### config.mk
export PLATFORM = sky130hd
export DESIGN_NAME = lzd_pipe_flat
export DESIGN_NICKNAME = d
export VERILOG_FILES = /design/src/rtl/lzd_pkg.sv /design/src/rtl/lzd_pipe_if.sv /design/src/rtl/lzd_merge.sv /design/src/rtl/lzd_pipe.sv /design/src/flat_wrapper.sv
export SDC_FILE = /design/constraint.sdc
export NUM_CORES = 1
export LEC_CHECK = 0
export CAP_MARGIN = 0
export CORE_ASPECT_RATIO = 0.8
export CORE_MARGIN = 2
export CORE_UTILIZATION = 30
export CTS_BUF_LIST = sky130_fd_sc_hd__clkbuf_16
export CTS_CLUSTER_DIAMETER = 50
export DETAILED_ROUTE_END_ITERATION = 10
export SYNTH_ARGS = -nofsm -noshare
export SYNTH_HDL_FRONTEND = slang
export SYNTH_SLANG_ARGS = --single-unit
### constraint.sdc
create_clock -name clk -period 1.6 [get_ports clk]
set_clock_uncertainty 0.2 [all_clocks]
set_input_delay 0.32 -clock clk [delete_from_list [all_inputs] [get_ports clk]]
set_output_delay 0.32 -clock clk [all_outputs]
set_load 0.005 [all_outputs]
### src/rtl/lzd_pkg.sv
// lzd_pkg: shared constants, tree-split helpers and node type for lzd_pipe
package lzd_pkg;
  localparam int LZD_MAX_W = 64;
  typedef struct packed {
    logic v;
    logic [$clog2(LZD_MAX_W)-1:0] p;
  } lzd_node_t;
  function automatic int lzd_levels(input int w);
    return $clog2(w);
  endfunction
  // First (levels % stages) stages take one extra tree level
  function automatic int lzd_stage_of_level(input int lvl, input int levels, input int stages);
    int base;
    int extra;
    base = levels / stages;
    extra = levels % stages;
    return (lvl < extra * (base + 1)) ? lvl / (base + 1) : extra + (lvl - extra * (base + 1)) / base;
  endfunction
endpackage

### src/rtl/lzd_pipe_if.sv
// lzd_pipe_if: valid/ready stream bundle; master = producer/consumer side, slave = lzd_pipe
interface lzd_pipe_if #(parameter int WIDTH = 32, parameter int TAG_W = 4);
  logic in_valid, in_ready, out_valid, out_ready, out_zero;
  logic [WIDTH-1:0] in_data, out_norm;
  logic [TAG_W-1:0] in_tag, out_tag;
  logic [$clog2(WIDTH)-1:0] out_count;
  modport master(output in_valid, in_data, in_tag, out_ready,
                 input in_ready, out_valid, out_count, out_zero, out_norm, out_tag);
  modport slave(input in_valid, in_data, in_tag, out_ready,
                output in_ready, out_valid, out_count, out_zero, out_norm, out_tag);
endinterface

### src/rtl/lzd_merge.sv
// lzd_merge: combinational 2-way merge node (upper/lower {v,p}) of the leading-zero tree
module lzd_merge #(parameter int PW = 1) (
  input  logic          v_u,
  input  logic          v_l,
  input  logic [PW-1:0] p_u,
  input  logic [PW-1:0] p_l,
  output logic          v,
  output logic [PW:0]   p
);
  assign v = v_u | v_l;
  assign p = {~v_u, v_u ? p_u : p_l};
endmodule

### src/rtl/lzd_pipe.sv
// lzd_pipe: pipelined leading-zero detector with valid/ready stream on both sides
// Ports: clk, rst_n (async active-low), bus (lzd_pipe_if.slave: in_valid/in_ready/in_data/in_tag,
//        out_valid/out_ready/out_count/out_zero/out_norm/out_tag)
// LZD_SHIFT_EN: adds an output stage producing out_norm = in_data << out_count
module lzd_pipe import lzd_pkg::*; #(
  parameter int WIDTH  = 32,
  parameter int STAGES = 2,
  parameter int TAG_W  = 4
) (
  input logic      clk,
  input logic      rst_n,
  lzd_pipe_if.slave bus
);
  localparam int L = lzd_levels(WIDTH);
`ifdef LZD_SHIFT_EN
  localparam int NS = STAGES + 1;
`else
  localparam int NS = STAGES;
`endif
  logic [NS-1:0] vld, adv, vin, ld;
  logic [TAG_W-1:0] tag_q [NS];
  logic [TAG_W-1:0] tag_d [NS];
  logic rdy, chain, root_v;
  logic [L-1:0] root_p;
  // Holds in_ready low through reset and releases it one edge later
  always_ff @(posedge clk or negedge rst_n)
    if (!rst_n) rdy <= 1'b0;
    else rdy <= 1'b1;
  // A stage may advance if it is empty or everything downstream advances
  always_comb begin
    chain = bus.out_ready;
    adv = '0;
    for (int k = NS - 1; k >= 0; k--) begin
      adv[k] = ~vld[k] | chain;
      chain = adv[k];
    end
  end
  assign bus.in_ready = adv[0] & rdy;
  assign vin = NS'({vld, bus.in_valid & bus.in_ready});
  assign ld = adv & vin;
  always_comb begin
    tag_d[0] = bus.in_tag;
    for (int k = 1; k < NS; k++) tag_d[k] = tag_q[k-1];
  end
  always_ff @(posedge clk or negedge rst_n)
    if (!rst_n) begin
      vld <= '0;
      for (int k = 0; k < NS; k++) tag_q[k] <= '0;
    end else begin
      for (int k = 0; k < NS; k++) begin
        if (adv[k]) vld[k] <= vin[k];
        if (ld[k]) tag_q[k] <= tag_d[k];
      end
    end
  for (genvar l = 0; l < L; l++) begin : g_lvl
    localparam int N  = WIDTH >> (l + 1);
    localparam int PW = l + 1;
    localparam int S  = lzd_stage_of_level(l, L, STAGES);
    logic [N-1:0] v, vo;
    logic [N*PW-1:0] p, po;
    if (l == 0) begin : g_leaf
      for (genvar n = 0; n < N; n++) begin : g_n
        assign v[n] = bus.in_data[2*n+1] | bus.in_data[2*n];
        assign p[n] = ~bus.in_data[2*n+1];
      end
    end else begin : g_mrg
      for (genvar n = 0; n < N; n++) begin : g_n
        lzd_merge #(.PW(l)) u_m (
          .v_u(g_lvl[l-1].vo[2*n+1]),
          .v_l(g_lvl[l-1].vo[2*n]),
          .p_u(g_lvl[l-1].po[(2*n+1)*l +: l]),
          .p_l(g_lvl[l-1].po[2*n*l +: l]),
          .v(v[n]),
          .p(p[n*PW +: PW])
        );
      end
    end
    // Register only the last level of each stage
    if (l == L - 1 || lzd_stage_of_level(l + 1, L, STAGES) != S) begin : g_reg
      always_ff @(posedge clk or negedge rst_n)
        if (!rst_n) begin
          vo <= '0;
          po <= '0;
        end else if (ld[S]) begin
          vo <= v;
          po <= p;
        end
    end else begin : g_thru
      assign vo = v;
      assign po = p;
    end
  end
  assign root_v = g_lvl[L-1].vo[0];
  assign root_p = g_lvl[L-1].po;
  assign bus.out_valid = vld[NS-1];
  assign bus.out_tag = tag_q[NS-1];
`ifdef LZD_SHIFT_EN
  logic [WIDTH-1:0] dat_q [STAGES];
  logic [WIDTH-1:0] dat_d [STAGES];
  logic [L-1:0] cnt_q;
  logic zero_q;
  logic [WIDTH-1:0] norm_q;
  always_comb begin
    dat_d[0] = bus.in_data;
    for (int k = 1; k < STAGES; k++) dat_d[k] = dat_q[k-1];
  end
  always_ff @(posedge clk or negedge rst_n)
    if (!rst_n) begin
      for (int k = 0; k < STAGES; k++) dat_q[k] <= '0;
      cnt_q <= '0;
      zero_q <= 1'b0;
      norm_q <= '0;
    end else begin
      for (int k = 0; k < STAGES; k++)
        if (ld[k]) dat_q[k] <= dat_d[k];
      if (ld[STAGES]) begin
        cnt_q <= root_p;
        zero_q <= ~root_v;
        norm_q <= root_v ? dat_q[STAGES-1] << root_p : '0;
      end
    end
  assign bus.out_count = cnt_q;
  assign bus.out_zero = zero_q;
  assign bus.out_norm = norm_q;
`else
  assign bus.out_count = root_p;
  assign bus.out_zero = vld[NS-1] & ~root_v;
  assign bus.out_norm = '0;
`endif
endmodule
### src/flat_wrapper.sv
// flat-port wrapper written by rule: the top's interface ports become plain ports
module lzd_pipe_flat import lzd_pkg::*;
#(
  parameter int WIDTH  = 32,
  parameter int STAGES = 2,
  parameter int TAG_W  = 4
)
  (clk, rst_n, bus_in_valid, bus_in_data, bus_in_tag, bus_out_ready, bus_in_ready, bus_out_valid, bus_out_count, bus_out_zero, bus_out_norm, bus_out_tag);
  lzd_pipe_if #(.WIDTH(WIDTH), .TAG_W(TAG_W)) bus_i ();
  input logic clk;
  input logic rst_n;
  input wire logic [$bits(bus_i.in_valid)-1:0] bus_in_valid;
  input wire logic [$bits(bus_i.in_data)-1:0] bus_in_data;
  input wire logic [$bits(bus_i.in_tag)-1:0] bus_in_tag;
  input wire logic [$bits(bus_i.out_ready)-1:0] bus_out_ready;
  output wire logic [$bits(bus_i.in_ready)-1:0] bus_in_ready;
  output wire logic [$bits(bus_i.out_valid)-1:0] bus_out_valid;
  output wire logic [$bits(bus_i.out_count)-1:0] bus_out_count;
  output wire logic [$bits(bus_i.out_zero)-1:0] bus_out_zero;
  output wire logic [$bits(bus_i.out_norm)-1:0] bus_out_norm;
  output wire logic [$bits(bus_i.out_tag)-1:0] bus_out_tag;
  assign bus_i.in_valid = bus_in_valid;
  assign bus_i.in_data = bus_in_data;
  assign bus_i.in_tag = bus_in_tag;
  assign bus_i.out_ready = bus_out_ready;
  assign bus_in_ready = bus_i.in_ready;
  assign bus_out_valid = bus_i.out_valid;
  assign bus_out_count = bus_i.out_count;
  assign bus_out_zero = bus_i.out_zero;
  assign bus_out_norm = bus_i.out_norm;
  assign bus_out_tag = bus_i.out_tag;
  lzd_pipe #(.WIDTH(WIDTH), .STAGES(STAGES), .TAG_W(TAG_W)) u_core (.clk(clk), .rst_n(rst_n), .bus(bus_i));
endmodule
* After elaboration in Yosys (flattened, before gate mapping)
Index checks and enable logic that the tools add are counted.
** Cells by class
- Multiplexer cells :: 15
- Bitwise gates (word level) :: 71
** Operators by type and width (count)
- 1-bit inverter :: 34
- 1-bit OR :: 33
- 1-bit two-way mux :: 8
- 2-bit two-way mux :: 4
- 3-bit two-way mux :: 2
- 4-bit two-way mux :: 1
- 1-bit AND :: 3
- 2-bit AND :: 1
** Storage, ports and cells
- Register bits :: 33
- Bits of input ports :: 40
- Output and inout port bits :: 44
- Word-level logic and storage cells :: 95

* Logic depth before layout (Yosys ltp)
- Word-level depth :: 6
- Gate-level depth with buffers :: 4
- Depth with buffers taken out :: 3

* Modules after synthesis
From an unflattened synthesis, not the netlist that was laid out.
** Second synthesis, totals
- Cells, all modules :: 196
- Area, all modules :: 2202.1 µm²
** By module, submodules not included
- lzd_pipe :: instances 1, cells an instance 140, area each 1729.2 µm², seq. area each 825.8 µm²
- lzd_merge (u_core.g_lvl[1].g_mrg.g_n[0].u_m ...) :: instances 8, cells an instance 3, area each 25.0 µm², seq. area each 0.0 µm²
- lzd_merge (u_core.g_lvl[2].g_mrg.g_n[0].u_m ...) :: instances 4, cells an instance 4, area each 32.5 µm², seq. area each 0.0 µm²
- lzd_merge (u_core.g_lvl[3].g_mrg.g_n[0].u_m ...) :: instances 2, cells an instance 5, area each 43.8 µm², seq. area each 0.0 µm²
- lzd_merge (u_core.g_lvl[4].g_mrg.g_n[0].u_m) :: instances 1, cells an instance 6, area each 55.1 µm², seq. area each 0.0 µm²

* Worst setup path before layout
Ideal clock, no wire load.
- Path kind :: register to register
- Start point :: reg u_core.vld[1]
- End point :: reg u_core.g_lvl[2].po[10]
- Library setup time :: 0.125 ns
- Arrival :: 1.161 ns
- Required time :: 1.275 ns
- Slack :: 0.114 ns
- Stages on the path, launching flop included :: 5
- Buffers on the path :: 1
- Period minus slack after synthesis :: 1.486 ns
- Cells stage by stage :: dfrtp_1 nand3b_1 and3_4 buf_6 mux2_4
** On the way
- Cells in the longest elaborated chain, start to end :: 6
** RTL lines
- start: declaration :: RTL line lzd_pipe.sv:20 : logic [NS-1:0] vld, adv, vin, ld;
- start signal: indexed assignment :: RTL line lzd_pipe.sv:51 : if (adv[k]) vld[k] <= vin[k];
- 1-bit inverter (*) :: RTL line lzd_pipe.sv:34 : adv[k] = ~vld[k] | chain;
- 1-bit OR (*) (2 in series) :: RTL line lzd_pipe.sv:34
- 1-bit AND :: RTL line lzd_pipe.sv:38 : assign bus.in_ready = adv[0] & rdy;
- 1-bit AND :: RTL line lzd_pipe.sv:39 : assign vin = NS'({vld, bus.in_valid & bus.in_ready});
- 2-bit AND (*) :: RTL line lzd_pipe.sv:40 : assign ld = adv & vin;
- end signal: assignment :: RTL line lzd_pipe.sv:86 : po <= p;
- end: declaration :: RTL line lzd_pipe.sv:60 : logic [N*PW-1:0] p, po;
Mark *: on every way between the ends. The rest lies on a longest branch, timed or not.
A chain may end at the register's enable or synchronous reset.

* Worst setup path in the final report
- Start point :: in bus_out_ready
- End point :: out bus_in_ready
** On the way
- Cells in the longest elaborated chain, start to end :: 3
** RTL lines
- start: declaration :: RTL line flat_wrapper.sv:15 : input wire logic [$bits(bus_i.out_ready)-1:0] bus_out_ready;
- 1-bit OR (2 in series) :: RTL line lzd_pipe.sv:34
- 1-bit AND :: RTL line lzd_pipe.sv:38
- end: declaration :: RTL line flat_wrapper.sv:16 : output wire logic [$bits(bus_i.in_ready)-1:0] bus_in_ready;
Every way passes these cells.

==> impl_metrics.toml <==
[outcome]
status = "finished clean"

[place]
dpl.cell_count = 327
place.gp.congestion = 0.7690
portBuffers = 51
dp_hpwl_um = 2954
dp_slack_ns = -0.5678

[cts]
htree_levels = 2
clkTransAtPathRegs_ns = 0.05
cts_tree = "done"
cts-buffers-inserted = 5
hold_buffers = 0
clkLatencyLatePin_ns = 0.28
clk_path_buf_depth = 2
clkSinkCount = 33
root_buffer = "clkbuf_16"

[layout]
fin_nets = 299
syn_to_final_growth_pct = 43.51
drive_gt1_share_pct = 23.85
fillers = 573
final_cell_mix = "38 x clkdlybuf4s50_1, 33 x conb_1, 33 x dfrtp_1, 22 x buf_4, 18 x nor2_1"
layout_commonest_cell = "clkdlybuf4s50_1"
final_cells = 341
antenna-diode-count = 0

[route]
drc = 0
wirelength_um = 3979
vias = 1444
drt_pass1_iterations = 4
wl_per_cell_um = 11.67
drt_iter0_markers = 56
postRouteAntennaNets = 0
via_per_inst = 4.235

[logic_synthesis]
synth_warnings = 0
synth_mux_area_share_pct = 17.37
syn_area_per_cell_um2 = 10.49
yosysSeqAreaShare_pct = 43.25
netlist_area_um2 = 1909
synth_top_family_by_area = "multiplexers"
synthAdderAreaFrac_pct = 0
ys_types = 27
synthCells = 182
synth-compound-area-share_pct = 12.12
synth-seq-cells = 33
synth-simple-area-share_pct = 10.22
synth_xor_area_share_pct = 0

[critical_path]
required_ns = 1.08
end_kind = "primary output"
arrival_ns = 1.08
worstSetupStartpointType = "input port"
critPathKind = "input port to primary output"
cp_max_fo = 2

[power]
peakVddDrop_uv = 403.3
leakage_nw = 1.318
powerDensity_nw_per_um2 = 945.4

[die]
core_um2 = 6037
dieArea_um2 = 7023
ios = 84
die_w_um = 93.20
core.rowCount = 25
die_y_um = 75.36
start_util_pct = 31.63

[global_routing]
grt_max_degree = 34
overflow = 0
grt_pass1_wl_um = 6499
grt_use_total_pct = 12.29
antenna_found_initial = 0
grt_pass1_vias = 1359

[timing]
timing_hold_violations_final = 0
fin_hold_ws_ns = 0.2077
final.setup.tns_ns = 0
slew_viol_final = 0
finalCriticalPeriod_ns = 1.596
clock.fmax_ghz = 0.6264
rsz0062_at_grt = "true"
setup_ws_ns = 0.003513
finalSetupViolCount = 0
finalCritPeriodShare_pct = 99.78

[hold_path]
hp-class = "input port to async pin"

[run]
drv_cap = 0
## through the flow
step	cell area, um2	utilization [%]	power [W]
final	2740	45.39	0.002590
after global routing	2740	45.39	0.002723
after CTS	2718	45.02	0.002605
after detailed placement	2536	42.01	0.001586
after global placement	2536	42.01	0.001574
after floorplan	2026	-	0.001309
## flip-flops by register name (all words and copies together) (netlist names)
register and flops:
u_core.rdy 1, u_core.g_lvl.po 12, u_core.bus.out_count 5, u_core.vld 2
u_core.tag_d 4, u_core.bus.out_tag 4, u_core.g_lvl.vo 5
## per-layer routing
| layer | up-vias | GRT usage (%) | routed length (um) | share of wire, % |
|---|---|---|---|---|
| met5 | - | 0 | 0 | 0 |
| met4 | 0 | 3.922 | 49 | 1.2 |
| met3 | 6 | 4.253 | 208 | 5.2 |
| met2 | 49 | 18.28 | 1675 | 42 |
| met1 | 655 | 17.03 | 2045 | 51 |
| li1 | 734 | - | - | - |
## cell type report
class                           count  area, um2  area share [%]
Inverter                            9      33.78           1.233
Clock buffer                        5      125.1           4.566
Sequential cell                    33      825.8           30.14
Clock inverter                      3      37.54           1.370
Timing Repair Buffer               76      711.9           25.98
Tap cell                           81      101.3           3.699
Multi-Input combinational cell    134      904.6           33.01
## worst paths after layout
path / startpoint / slack [ns] / depth (start not counted) / endpoint
hold / removal: rst_n / 0.21 / 2 / u_core.vld[1]
max in group asynchronous: rst_n / 0.82 / 2 / u_core.g_lvl[2].po[11]
setup / recovery: bus_out_ready / 0.004 / 4 / bus_in_ready
setup reg to reg: u_core.vld[1] / 0.01 / 4 / u_core.tag_d[1]
min in group clk: u_core.bus.out_count[4] / 0.30 / 1 / u_core.bus.out_count[4]
hold reg to reg: u_core.bus.out_count[4] / 0.30 / 1 / u_core.bus.out_count[4]
## synth_stat cells
| master | instances | area, um2 |
|---|---|---|
| and3_4 | 1 | 11.26 |
| nand2b_1 | 2 | 12.51 |
| nand3_1 | 1 | 5.000 |
| mux2i_1 | 5 | 50.05 |
| a31oi_1 | 8 | 50.05 |
| inv_1 | 9 | 33.78 |
| nand3b_1 | 1 | 7.510 |
| o21ai_0 | 4 | 20.02 |
| nor2b_1 | 5 | 31.28 |
| dfrtp_1 | 33 | 825.8 |
| clkbuf_1 | 3 | 11.26 |
| mux2_4 | 12 | 180.2 |
| a41oi_1 | 5 | 43.79 |
| buf_2 | 2 | 10.01 |
| or2_2 | 1 | 6.260 |
| buf_6 | 2 | 22.52 |
| nor4_1 | 4 | 25.02 |
| o31a_1 | 4 | 35.03 |
| a31o_2 | 4 | 35.03 |
| conb_1 | 2 | 7.510 |
| o221ai_1 | 2 | 17.52 |
| nor2_1 | 18 | 67.56 |
| mux2_2 | 9 | 101.4 |
| nand2_1 | 6 | 22.52 |
| a21oi_1 | 6 | 30.03 |
| buf_4 | 32 | 240.2 |
| and2_1 | 1 | 6.260 |
## power breakdown
part / switching (W) / internal [W] / total (W)
Sequential: 0.0000616 / 0.000948 / 0.00101
Clock: 0.000322 / 0.000721 / 0.00104
Combinational: 0.000197 / 0.000341 / 0.000538
Total: 0.000580 / 0.00201 / 0.00259
## worst max-delay path, cell delays in order
cell and delay [ns]:
dlygate4sd2_1 0.24, nand3b_1 0.21, and2_1 0.19, clkbuf_2 0.11
## cells by family after synthesis
group | count (synthesis)
and+or+nand+nor | 40
buffers and inverters | 48
DFF | 33
muxes | 26
other | 2
AOI/OAI and AO/OA | 33
## what timing repair did
item                       4_1_cts  5_1_grt
setup endpoints to repair       32       14
gates cloned                     2        0
pin swaps                        1        2
gates resized for setup         19        1
setup buffers                    2        2
Power figures use the tool's default switching activity.
